File: src/rtl/lsu_pkg.sv
// Shared definitions for the load/store unit: access-size and FSM state
// encodings, plus the lane-index helper used by extract and merge.
// Build option: define LSU_BIG_ENDIAN_EN to select big-endian lane numbering.
package lsu_pkg;

    typedef enum logic [1:0] {
        SZ_BYTE = 2'b00,
        SZ_HALF = 2'b01,
        SZ_WORD = 2'b10,
        SZ_RSVD = 2'b11
    } size_e;

    typedef enum logic [1:0] {
        IDLE  = 2'b00,
        READ  = 2'b01,
        WRITE = 2'b10,
        DONE  = 2'b11
    } state_e;

    // Byte offset of the addressed lane within the 32-bit word.
    // Word accesses always start at offset 0.
    function automatic logic [1:0] lane_index(input logic [1:0] size, input logic [1:0] addr_lo);
        logic [1:0] lane;
        lane = 2'd0;
        if (size == SZ_BYTE) begin
`ifdef LSU_BIG_ENDIAN_EN
            lane = 2'd3 - addr_lo;
`else
            lane = addr_lo;
`endif
        end else if (size == SZ_HALF) begin
`ifdef LSU_BIG_ENDIAN_EN
            lane = {~addr_lo[1], 1'b0};
`else
            lane = {addr_lo[1], 1'b0};
`endif
        end
        return lane;
    endfunction

endpackage

File: src/rtl/load_store_unit_if.sv
// Core-side handshake and data-memory bus of the load/store unit.
// slave: the LSU itself; master: the core plus memory driving it.
interface load_store_unit_if;
    logic        req;
    logic        we_in;
    logic [1:0]  size;
    logic        sign_ext;
    logic [31:0] addr;
    logic [31:0] wdata;
    logic        busy;
    logic        done;
    logic [31:0] rdata;
    logic        misaligned;
    logic        out_of_range;
    logic [31:0] mem_a;
    logic        mem_we;
    logic [31:0] mem_wd;
    logic [31:0] mem_rd;

    modport slave (
        input  req, we_in, size, sign_ext, addr, wdata, mem_rd,
        output busy, done, rdata, misaligned, out_of_range, mem_a, mem_we, mem_wd
    );

    modport master (
        output req, we_in, size, sign_ext, addr, wdata, mem_rd,
        input  busy, done, rdata, misaligned, out_of_range, mem_a, mem_we, mem_wd
    );
endinterface

File: src/rtl/lsu_lane_align.sv
// Combinational lane logic: extracts and extends a sub-word load from the
// memory word, and merges sub-word store data into a previously read word.
// Lane numbering follows lsu_pkg::lane_index (LSU_BIG_ENDIAN_EN aware).
module lsu_lane_align
    import lsu_pkg::*;
(
    input  logic [1:0]  size,
    input  logic        sign_ext,
    input  logic [1:0]  addr_lo,
    input  logic [31:0] rd_word,
    input  logic [31:0] base_word,
    input  logic [15:0] wdata_lo,
    output logic [31:0] load_val,
    output logic [31:0] merged
);

    logic [4:0]  shift;
    logic [31:0] shifted;
    logic [31:0] lane_mask;
    logic [31:0] insert;

    assign shift   = {lane_index(size, addr_lo), 3'b000};
    assign shifted = rd_word >> shift;

    // Extract the addressed lane and zero- or sign-extend it.
    always_comb begin
        load_val = shifted;
        case (size)
            SZ_BYTE: load_val = {{24{sign_ext & shifted[7]}}, shifted[7:0]};
            SZ_HALF: load_val = {{16{sign_ext & shifted[15]}}, shifted[15:0]};
            default: load_val = shifted;
        endcase
    end

    // Replace only the addressed lane of the read word with the store data.
    always_comb begin
        if (size == SZ_BYTE) begin
            lane_mask = 32'h0000_00FF << shift;
            insert    = {24'h0, wdata_lo[7:0]} << shift;
        end else begin
            lane_mask = 32'h0000_FFFF << shift;
            insert    = {16'h0, wdata_lo} << shift;
        end
        merged = (base_word & ~lane_mask) | insert;
    end

endmodule

File: src/rtl/load_store_unit.sv
// Load/store unit between the core MEM stage and a word-only data memory.
// Sub-word stores are done as read-modify-write; misaligned and
// out-of-range requests complete immediately with a fault flag.
// Build option: LSU_BIG_ENDIAN_EN selects big-endian lanes (see lsu_pkg).
module load_store_unit
    import lsu_pkg::*;
#(
    parameter int DEPTH_WORDS = 516
) (
    input  logic clk,
    input  logic reset,
    load_store_unit_if.slave bus
);

    state_e      state_reg;
    state_e      state_next;
    logic        we_q;
    logic [1:0]  size_q;
    logic        sign_q;
    logic [31:0] addr_q;
    logic [31:0] wdata_q;
    logic [31:0] rbuf_q;
    logic [31:0] rdata_reg;
    logic        misaligned_reg;
    logic        out_of_range_reg;

    logic        accept;
    logic        misaligned_next;
    logic        out_of_range_next;
    logic [31:0] load_val;
    logic [31:0] merged;

    assign accept = (state_reg == IDLE) && bus.req;

    assign misaligned_next = (bus.size == SZ_RSVD)
                           || ((bus.size == SZ_HALF) && bus.addr[0])
                           || ((bus.size == SZ_WORD) && (bus.addr[1:0] != 2'b00));
    assign out_of_range_next = {2'b00, bus.addr[31:2]} >= 32'(DEPTH_WORDS);

    lsu_lane_align u_align (
        .size      (size_q),
        .sign_ext  (sign_q),
        .addr_lo   (addr_q[1:0]),
        .rd_word   (bus.mem_rd),
        .base_word (rbuf_q),
        .wdata_lo  (wdata_q[15:0]),
        .load_val  (load_val),
        .merged    (merged)
    );

    // State register.
    always_ff @(posedge clk or posedge reset) begin
        if (reset) state_reg <= IDLE;
        else       state_reg <= state_next;
    end

    // Next-state: faults skip straight to DONE; sub-word stores read first.
    always_comb begin
        state_next = state_reg;
        case (state_reg)
            IDLE: begin
                if (bus.req) begin
                    if (misaligned_next || out_of_range_next) state_next = DONE;
                    else if (!bus.we_in)                       state_next = READ;
                    else if (bus.size == SZ_WORD)              state_next = WRITE;
                    else                                       state_next = READ;
                end
            end
            READ:    state_next = we_q ? WRITE : DONE;
            WRITE:   state_next = DONE;
            default: state_next = IDLE;
        endcase
    end

    // Request latch, fault flags, read buffer and load result.
    always_ff @(posedge clk or posedge reset) begin
        if (reset) begin
            we_q             <= 1'b0;
            size_q           <= 2'b00;
            sign_q           <= 1'b0;
            addr_q           <= 32'h0;
            wdata_q          <= 32'h0;
            rbuf_q           <= 32'h0;
            rdata_reg        <= 32'h0;
            misaligned_reg   <= 1'b0;
            out_of_range_reg <= 1'b0;
        end else begin
            if (accept) begin
                we_q             <= bus.we_in;
                size_q           <= bus.size;
                sign_q           <= bus.sign_ext;
                addr_q           <= bus.addr;
                wdata_q          <= bus.wdata;
                misaligned_reg   <= misaligned_next;
                out_of_range_reg <= out_of_range_next;
            end
            if (state_reg == READ) begin
                rbuf_q <= bus.mem_rd;
                if (!we_q) rdata_reg <= load_val;
            end
        end
    end

    // Memory write enable depends on state alone so a reset kills it at once.
    assign bus.mem_we       = (state_reg == WRITE);
    assign bus.mem_wd       = (size_q == SZ_WORD) ? wdata_q : merged;
    assign bus.mem_a        = {addr_q[31:2], 2'b00};
    assign bus.busy         = (state_reg != IDLE);
    assign bus.done         = (state_reg == DONE);
    assign bus.rdata        = rdata_reg;
    assign bus.misaligned   = misaligned_reg;
    assign bus.out_of_range = out_of_range_reg;

endmodule

File: src/flat_wrapper.sv
// flat-port wrapper written by rule: the top's interface ports become plain ports
module load_store_unit_flat import lsu_pkg::*;
#(
    parameter int DEPTH_WORDS = 516
)
  (clk, reset, bus_req, bus_we_in, bus_size, bus_sign_ext, bus_addr, bus_wdata, bus_mem_rd, bus_busy, bus_done, bus_rdata, bus_misaligned, bus_out_of_range, bus_mem_a, bus_mem_we, bus_mem_wd);
  load_store_unit_if bus_i ();
  input  logic clk;
  input  logic reset;
  input wire logic [$bits(bus_i.req)-1:0] bus_req;
  input wire logic [$bits(bus_i.we_in)-1:0] bus_we_in;
  input wire logic [$bits(bus_i.size)-1:0] bus_size;
  input wire logic [$bits(bus_i.sign_ext)-1:0] bus_sign_ext;
  input wire logic [$bits(bus_i.addr)-1:0] bus_addr;
  input wire logic [$bits(bus_i.wdata)-1:0] bus_wdata;
  input wire logic [$bits(bus_i.mem_rd)-1:0] bus_mem_rd;
  output wire logic [$bits(bus_i.busy)-1:0] bus_busy;
  output wire logic [$bits(bus_i.done)-1:0] bus_done;
  output wire logic [$bits(bus_i.rdata)-1:0] bus_rdata;
  output wire logic [$bits(bus_i.misaligned)-1:0] bus_misaligned;
  output wire logic [$bits(bus_i.out_of_range)-1:0] bus_out_of_range;
  output wire logic [$bits(bus_i.mem_a)-1:0] bus_mem_a;
  output wire logic [$bits(bus_i.mem_we)-1:0] bus_mem_we;
  output wire logic [$bits(bus_i.mem_wd)-1:0] bus_mem_wd;
  assign bus_i.req = bus_req;
  assign bus_i.we_in = bus_we_in;
  assign bus_i.size = bus_size;
  assign bus_i.sign_ext = bus_sign_ext;
  assign bus_i.addr = bus_addr;
  assign bus_i.wdata = bus_wdata;
  assign bus_i.mem_rd = bus_mem_rd;
  assign bus_busy = bus_i.busy;
  assign bus_done = bus_i.done;
  assign bus_rdata = bus_i.rdata;
  assign bus_misaligned = bus_i.misaligned;
  assign bus_out_of_range = bus_i.out_of_range;
  assign bus_mem_a = bus_i.mem_a;
  assign bus_mem_we = bus_i.mem_we;
  assign bus_mem_wd = bus_i.mem_wd;
  load_store_unit #(.DEPTH_WORDS(DEPTH_WORDS)) u_core (.clk(clk), .reset(reset), .bus(bus_i));
endmodule
File: config.mk
export PLATFORM = sky130hd
export DESIGN_NAME = load_store_unit_flat
export DESIGN_NICKNAME = d
export VERILOG_FILES = /design/src/rtl/lsu_pkg.sv /design/src/rtl/load_store_unit_if.sv /design/src/rtl/lsu_lane_align.sv /design/src/rtl/load_store_unit.sv /design/src/flat_wrapper.sv
export SDC_FILE = /design/constraint.sdc
export NUM_CORES = 1
export LEC_CHECK = 0
export BUFFER_PORTS_ARGS = -buffer_cell sky130_fd_sc_hd__buf_4
export CORE_MARGIN = 1
export CORE_UTILIZATION = 53
export DETAILED_ROUTE_END_ITERATION = 6
export PLACE_DENSITY = 0.91
export SYNTH_ARGS = -nofsm -noshare
export SYNTH_HDL_FRONTEND = slang
export SYNTH_HIERARCHICAL = 1
export SYNTH_SLANG_ARGS = --single-unit
File: constraint.sdc
create_clock -name clk -period 4.9 [get_ports clk]
set_input_delay 0.49 -clock clk [delete_from_list [all_inputs] [get_ports clk]]
set_output_delay 0.49 -clock clk [all_outputs]
set_load 0.02 [all_outputs]
==> results.md, run 1 <==
- Achievable Freq: 285 MHz
- Commonest non-fill, non-tap cell in the layout: buf_4
- Sw Ratio: 38.8%
- CTS tree: done
- Final net count: around 840
- Final Util: between 60 and 70%
- CP Buf/Inv Count: 1
- Mapped Cells: 573
- Final setup fails: 0
- Final HPWL DP: 14000 um
- Int Pwr: 4690 uW
- Reg power frac: 27.9%
- Worst-path fanout max: 23
- Comb power frac: 55.1%
- Clock share of power: 17.1%
- Worst VDD drop: around 0.41 mV
- Worst R2R Start: u_core/size_q[1]
- Synthesis-to-finish area growth: 25.4%
- Worst path slowest cell: dfrtp_1
- Final setup skew: 0.00989 ns
- RSZ-0062 raised after global routing: false
- Stages on worst setup path: 5
- # IOs: 204
- Longest Clk Path Bufs: 2
- Share of layout cells above drive strength 1: 59.1%
- Min cycle time layout: 3.50 ns
- Port Buffers: 201
- Hold-fix buffers, CTS: 0
- Final worst path period share: 71.5%
- Crit path launch: u_core/addr_q[1]
- Fillers: ~900
- Worst Setup End Kind: output port
- R2R Setup Slk: between 2 and 2.5 ns
- Synth Cell Area: 7380 um^2
- EDFF count, synth: 0
- Worst path max stage delay: 0.83 ns
- Largest net degree at the start of global routing: 80
- Initial drt markers: 436
- Syn Area/Cell: 12.9 um^2
- Core Area: 13400 um^2
- Final Wtd Congestion: slightly below 0.9
- Slew Limit Fails: 0
- Cts repair resizes: 0
- CTS sink cnt: ~140
- First-pass GRT wire length: 30200 um
- Die width: 120 um
- Antenna violations before repair: 0
- Starting Density: between 50% and 60%
- Total CTS buffers: 17
- CP startpoint kind: flip-flop
- Slew @ Worst Pin: ~1.0 ns
- Final hold slack: 0.205 ns
- Max cap viols: 0
- DRC viols: 0
- WL per Instance: 21.3 um
- Post-DR vias/cell: 5.82
- Critical path cell sequence: nor2b_1, o21ai_2, a22o_1, mux2_2, buf_4
- Main synth FF type: dfrtp_1
- Number of antenna diodes: 0
- Register area share after synthesis: 46.1%
- Final antenna-violating net count: 0
- Cell Pwr Density: 829 nW/um^2
- Clock latency on the worst-skew pair: 0.42 ns
- Setup TNS: 0 ns
- Die area: around 14000 um^2
- Vias in the first global route: 5642
- Most frequent cells in the layout: buf_4 (206), mux2_2 (148), dfrtp_1 (136), nand2_1 (52), mux2_4 (30)
- YS warnings: 6
- CTS HTree Levels: 4
- Die Y: 120 um
- Sw Pwr: 2970 uW
- Vias post-DR: 5339
- Crit path max-delay family: flip-flops
- Worst r2r path cells: 5
- Async S/R FF share, synth: 100%
- Status: completed
- Final Hold Viols: 0
- Yosys cell types: 49
- Setup bufs post-CTS: 0
- Total GRT Usage: 28.1%
- CTS root buffer: clkbuf_16
- Worst setup endpoint: bus_mem_wd[29]
- Overall power: approximately 7700 uW
- Critical Path AT: about 3.0 ns
- DRT Pass-1 Iters: 5
- Slew margin rel.: between 30% and 40%
- Critical path required time: 4.41 ns
- Min-Delay Path Class: primary input to asynchronous set/reset pin
- FP Rows: 42
- LEAKAGE: roughly 0.0043 uW
- Total Wirelength: just under 20000 um
- Class of the most critical setup path: flip-flop to output port
- FF-to-FF End: u_core/bus.rdata[0]
- Overflow after GRT: 0
- Clk slew on worst S/H paths: 0.06 ns
- Flops & latches, synth: 136
-- through the flow --
stage	cell area, um^2	instances	worst slack [ns]
global route	9250	917	1.23
detailed placement	8640	887	1.93
floorplan	7380	574	0.771
CTS	9250	917	1.46
global placement	8640	887	2.00
finish	9250	917	1.40
-- cell families (layout without fill, tap and decap cells) --
kind of cell	after synthesis	in the layout	share of synthesized area (%)
adder cells (fa/ha/maj)	4	4	0.679
multiplexers	188	188	31.3
other	1	2	0.0508
AO/OA/AOI/OAI	71	71	7.33
buffers and inverters	74	241	7.29
AND/OR/NAND/NOR	99	99	7.23
flip-flops	136	136	46.1
-- worst min path at each step --
stage | cells after the start | slack [ns] | from | end
global route | 2 | 0.26 | reset | u_core/size_q[1]
CTS | 2 | 0.22 | reset | u_core/addr_q[1]
floorplan | 1 | 0.47 | u_core/wdata_q[16] | u_core/wdata_q[16]
finish | 2 | 0.20 | reset | u_core/size_q[1]
global placement | 2 | 0.47 | u_core/bus.misaligned | u_core/bus.misaligned
detailed placement | 2 | 0.49 | u_core/bus.out_of_range | u_core/bus.out_of_range
-- power by group through the flow --
| stage | Clock, uW | Combinational (uW) | Sequential (uW) |
|---|---|---|---|
| 2_1_floorplan | 0 | 3010 | 2120 |
| 3_3_place_gp | 0 | 4070 | 2090 |
| 3_5_place_dp | 0 | 4190 | 2140 |
| 4_1_cts | 1330 | 4220 | 2130 |
| 5_1_grt | 1380 | 4450 | 2210 |
| 6_report | 1310 | 4220 | 2140 |
-- Yosys cell counts (all sizes together), types with 2 or more instances --
cell | number | area share (%)
inv | 5 | 0.25
buf | 60 | 6.5
mux4 | 7 | 2.1
dfrtp | 136 | 46
nand3b | 7 | 0.71
mux2 | 180 | 29
o21ai | 11 | 0.85
o22ai | 2 | 0.17
nor2b | 5 | 0.53
clkbuf | 9 | 0.51
o31ai | 3 | 0.37
nand2 | 53 | 2.7
a22o | 24 | 2.8
o21a | 8 | 0.81
nand2b | 4 | 0.44
or2 | 2 | 0.17
nor3 | 2 | 0.14
and2 | 2 | 0.17
nor4 | 9 | 1.1
a21boi | 8 | 0.81
nor2 | 7 | 0.42
ha | 4 | 0.68
a21oi | 11 | 0.75
-- layout make-up --
type,count,area (um^2),area share (%)
inverters,5,23.8,0.257
multi-input cells,364,3450,37.3
well taps,176,220,2.38
flip-flops and latches,136,3400,36.8
clock buffers,22,484,5.24
repair buffers,206,1550,16.7
clock inverters,8,120,1.30
-- layer usage --
metal,part of all wire [%],global-route usage (%)
met5,0,0
met2,48,44.4
met1,40,35.6
met4,3.0,13.1
met3,9.8,7.98
Power figures use the tool's default switching activity.
==> run 2, diff against run 1 <==
--- a/config.mk
+++ b/config.mk
@@ -7,9 +7,9 @@
 export LEC_CHECK = 0
 export BUFFER_PORTS_ARGS = -buffer_cell sky130_fd_sc_hd__buf_4
 export CORE_MARGIN = 1
-export CORE_UTILIZATION = 53
+export CORE_UTILIZATION = 48
 export DETAILED_ROUTE_END_ITERATION = 6
-export PLACE_DENSITY = 0.91
+export PLACE_DENSITY = 0.87
 export SYNTH_ARGS = -nofsm -noshare
 export SYNTH_HDL_FRONTEND = slang
 export SYNTH_HIERARCHICAL = 1
==> constraint.sdc (replaced) <==
create_clock -name clk -period 2.89 [get_ports clk]
set_input_delay 0.289 -clock clk [delete_from_list [all_inputs] [get_ports clk]]
set_output_delay 0.289 -clock clk [all_outputs]
set_load 0.02 [all_outputs]
==> results.md, run 2 (synthesis gave the netlist of run 1 again) <==
- Status: completed
- Synthesis-to-finish area growth: 25.7%
- Final Hold Viols: 0
- Die area: about 16000 um^2
- R2R Setup Slk: 0.46 ns
- Slew Limit Fails: 0
- Min cycle time layout: 2.78 ns
- Overflow after GRT: 0
- Clk slew on worst S/H paths: approximately 0.05 ns
- Critical path cell sequence: nand2b_4, nor2_2, mux2_2, mux2_2, buf_4
- Final setup fails: 0
- Slew margin rel.: 33.6%
- Die Y: 126 um
- Number of antenna diodes: 0
- Final Wtd Congestion: roughly 0.89
- LEAKAGE: 0.00429 uW
- Worst-path fanout max: 18
- Cell mode on critical path: mux2_2
- Final antenna-violating net count: 0
- Worst VDD drop: 0.756 mV
- Critical path required time: ~2.6 ns
- Final Util: between 60% and 70%
- Final worst setup slack: 0.111 ns
- FP Rows: 44
- Final worst path period share: a little over nine tenths
- Min-Delay Path Class: primary input to asynchronous set/reset pin
- Cell Pwr Density: 1390 nW/um^2
- FF-to-FF End: u_core/bus.rdata[25]
- Port Buffers: 201
- Max cap viols: 0
- Final HPWL DP: roughly 14000 um
- Setup TNS: 0 ns
- DRC viols: 0
- Final Instance Area: about 9300 um^2
- WL per Instance: around 21 um
- Worst r2r path cells: 6
- # IOs: 204
- Initial drt markers: 315
- Starting Density: between 40% and 50%
- First-pass GRT wire length: 30700 um
- Vias in the first global route: 5564
- Post-DR vias/cell: 5.68
- Share of layout cells above drive strength 1: 59.3%
- Worst path max stage delay: 0.48 ns
- Setup bufs post-CTS: 0
- Clock latency on the worst-skew pair: 0.42 ns
- Largest net degree at the start of global routing: 75
- Final setup skew: between 0.008 and 0.009 ns
- Commonest non-fill, non-tap cell in the layout: buf_4
- Worst R2R Start: u_core/size_q[1]
- Slew @ Worst Pin: 0.996 ns
- Crit path launch: u_core/size_q[1]
- Total CTS buffers: 17
- CTS HTree Levels: 4
- Critical Path AT: 2.49 ns
- Most frequent cells in the layout: buf_4 (210), mux2_2 (148), dfrtp_1 (136), nand2_1 (52), mux2_4 (30)
- Place WS: 0.563 ns
- Worst path slowest cell: nor2_2
- DRT Pass-1 Iters: 4
- RSZ-0062 raised after global routing: false
- CTS root buffer: clkbuf_16
- Worst Setup End Kind: output port
- Core Area: 14800 um^2
- Class of the most critical setup path: flip-flop to output port
- Longest Clk Path Bufs: 2
- Overall power: 12800 uW
- CTS tree: done
- Worst setup endpoint: bus_mem_wd[22]
- Vias post-DR: 5291
- Total Wirelength: 19700 um
- Achievable Freq: 360 MHz
- CTS sink cnt: 136
- Placed cell areas: 8720 um^2
- Final net count: about 840
- Fillers: roughly 1100
- Total GRT Usage: about a quarter
- CP startpoint kind: flip-flop
- Antenna violations before repair: 0
- Die width: around 130 um
## run 2: through the flow
stage                     instances  hold WS [ns]
final                           931        0.0101
after global routing            931        0.0387
after CTS                       931       0.00526
after detailed placement        901         0.449
after global placement          901         0.433
after floorplan                 574         0.439
## run 2: layout make-up
class	instances	area, um^2	area share (%)
flip-flops and latches	136	3400	36.7
repair buffers	212	1620	17.4
clock inverters	8	73.8	0.796
multi-input cells	364	3450	37.2
inverters	5	22.5	0.243
clock buffers	22	474	5.11
well taps	184	230	2.48
## run 2: per-layer routing
metal / up-vias / track usage, % / part of all wire (%)
li1: 2344 / - / -
met1: 2631 / 31.3 / 40
met2: 289 / 43.4 / 50
met3: 27 / 8.11 / 9.0
met4: 0 / 6.87 / 1.5
met5: - / 0 / 0
## run 2: repair_timing
item,CTS,global route
gates resized for setup,0,1
hold buffers,0,0
endpoints found under the setup margin,0,1
hold endpoints to repair,0,0
## run 2: how the worst min path moves through the flow
stage / start / slack (ns) / end
after floorplan: bus_addr[0] / 0.44 / u_core/addr_q[0]
after global placement: reset / 0.43 / u_core/bus.rdata[7]
after detailed placement: reset / 0.45 / u_core/bus.rdata[8]
after CTS: reset / 0.005 / u_core/bus.rdata[15]
after global routing: reset / 0.04 / u_core/bus.rdata[15]
final: reset / 0.01 / u_core/bus.rdata[8]
## run 2: power breakdown
| part | total (uW) | internal (uW) | switching (uW) |
|---|---|---|---|
| sequential | 3560 | 2880 | 676 |
| combinational | 7260 | 3680 | 3580 |
| clock | 2030 | 1240 | 791 |
## run 2: worst max-delay path: cells and delay by family (launching register included)
kind                   cells  cell delay, ns
muxes                      2            0.67
and+or+nand+nor            2            0.77
buffers and inverters      1            0.16
DFF                        1            0.47
==> run 3, diff against run 2 <==
--- a/config.mk
+++ b/config.mk
@@ -5,7 +5,7 @@
 export SDC_FILE = /design/constraint.sdc
 export NUM_CORES = 1
 export LEC_CHECK = 0
-export BUFFER_PORTS_ARGS = -buffer_cell sky130_fd_sc_hd__buf_4
+export BUFFER_PORTS_ARGS = -buffer_cell sky130_fd_sc_hd__buf_2
 export CORE_MARGIN = 1
 export CORE_UTILIZATION = 48
 export DETAILED_ROUTE_END_ITERATION = 6
==> results.md, run 3 (synthesis gave the netlist of run 1 again) <==
- Die width: around 130 um
- Clock latency on the worst-skew pair: 0.42 ns
- Setup TNS: 0 ns
- Final Hold Viols: 0
- Final HPWL DP: 13600 um
- Worst VDD drop: a little over 0.8 mV
- Final Wtd Congestion: 0.860
- Critical Path AT: 2.44 ns
- Final setup skew: 0.00749 ns
- Worst-path fanout max: 10
- Min-Delay Path Class: primary input to asynchronous set/reset pin
- Number of antenna diodes: 0
- Port Buffers: 201
- Vias in the first global route: approximately 5300
- CTS tree: done
- WL per Instance: 20.8 um
- CTS HTree Levels: 4
- Status: completed
- RSZ-0062 raised after global routing: false
- Antenna violations before repair: 1
- Final Util: about 60%
- Routed metal-1 wirelength: 8160 um
- Class of the most critical setup path: flip-flop to output port
- Slew @ Worst Pin: 0.972 ns
- Total CTS buffers: 17
- Final antenna-violating net count: 0
- Highest Signal Layer: met5
- Total Wirelength: 19300 um
- Cell Pwr Density: 1420 nW/um^2
- Fillers: between 1000 and 1500
- Largest net degree at the start of global routing: 137
- LEAKAGE: approximately 0.0042 uW
- Initial drt markers: 335
- Final net count: 840
- Routed wl met2: between 9000 and 10000 um
- Final worst setup slack: 0.158 ns
- Die area: 15900 um^2
- Share of layout cells above drive strength 1: 59.8%
- Final setup fails: 0
- CTS root buffer: clkbuf_16
- Worst r2r path cells: 6
- Die Y: ~130 um
- Most frequent cells in the layout: buf_2 (201), mux2_2 (148), dfrtp_1 (136), nand2_1 (52), mux2_4 (30)
- Total GRT Usage: 25.1%
- CP startpoint kind: flip-flop
- Place WS: 0.388 ns
- Slew margin rel.: 35.2%
- # IOs: 204
- FP Rows: 44
- Final worst path period share: between 90% and 100%
- Core Area: 14800 um^2
- First-pass GRT wire length: 29900 um
- Post-DR vias/cell: 5.60
- Critical path required time: about 2.6 ns
- Overflow after GRT: 0
- Clk slew on worst S/H paths: about 0.060 ns
- Commonest non-fill, non-tap cell in the layout: buf_2
- Min cycle time layout: 2.73 ns
- DRC viols: 0
- Vias post-DR: 5209
- Synthesis-to-finish area growth: 20.1%
- Max cap viols: 0
- Met3 wire length: about 1400 um
- DRT Pass-1 Iters: 7
- Longest Clk Path Bufs: 2
- Worst Setup End Kind: output port
- Slew Limit Fails: 0
- Achievable Freq: 366 MHz
- Starting Density: 50.0%
- CTS sink cnt: 136
- Setup bufs post-CTS: 0
## run 3: report_power, final
group          internal [uW]  total (uW)  switching, uW
Combinational           3130        6650           3520
Clock                   1560        2420            854
Sequential              2880        3530            652
## run 3: final timing paths
check / from / slack (ns) / endpoint
setup / recovery: u_core/addr_q[0] / 0.16 / bus_mem_wd[5]
hold / removal: reset / 0.04 / u_core/bus.rdata[9]
setup reg to reg: u_core/size_q[0] / 0.63 / u_core/bus.rdata[24]
hold reg to reg: u_core/bus.rdata[13] / 0.50 / u_core/bus.rdata[13]
max in group asynchronous: reset / 2.23 / u_core/bus.rdata[26]
min in group clk: bus_addr[2] / 0.10 / u_core/addr_q[2]
## run 3: layer usage
layer | GRT usage, % | up-vias
li1 | - | 2355
met1 | 32.0 | 2575
met2 | 42.2 | 250
met3 | 6.97 | 27
met4 | 6.17 | 2
met5 | 0 | -
## run 3: stage by stage
step / cell area (um^2) / std cells / hold slack (ns) / total power [uW]
5_1_grt: 8860 / 930 / 0.0870 / 13200
3_5_place_dp: 8180 / 898 / 0.474 / 10100
3_3_place_gp: 8180 / 898 / 0.459 / 9950
6_report: 8860 / 930 / 0.0418 / 12600
4_1_cts: 8850 / 930 / 0.0909 / 12600
2_1_floorplan: 7380 / 574 / 0.439 / 8700
## run 3: worst max-delay path, stage by stage, from the launching register on
cell and delay [ns]:
dfrtp_1 0.49, and2b_2 0.33, nor2_1 0.10, nor2_4 0.28, mux2_2 0.38, mux2_1 0.28
buf_2 0.16
## run 3: what timing repair did
item | 4_1_cts | 5_1_grt
hold buffers | 0 | 0
endpoints found under the setup margin | 8 | 16
pin swaps | 0 | 0
gates resized for setup | 1 | 3
## run 3: final cells by class
class	count	area (um^2)	share of cell area, %
Sequential cell	136	3400	38.4
Inverter	5	22.5	0.254
Clock inverter	14	221	2.50
Multi-Input combinational cell	364	3460	39.1
Clock buffer	18	439	4.96
Tap cell	184	230	2.60
Timing Repair Buffer	209	1080	12.2
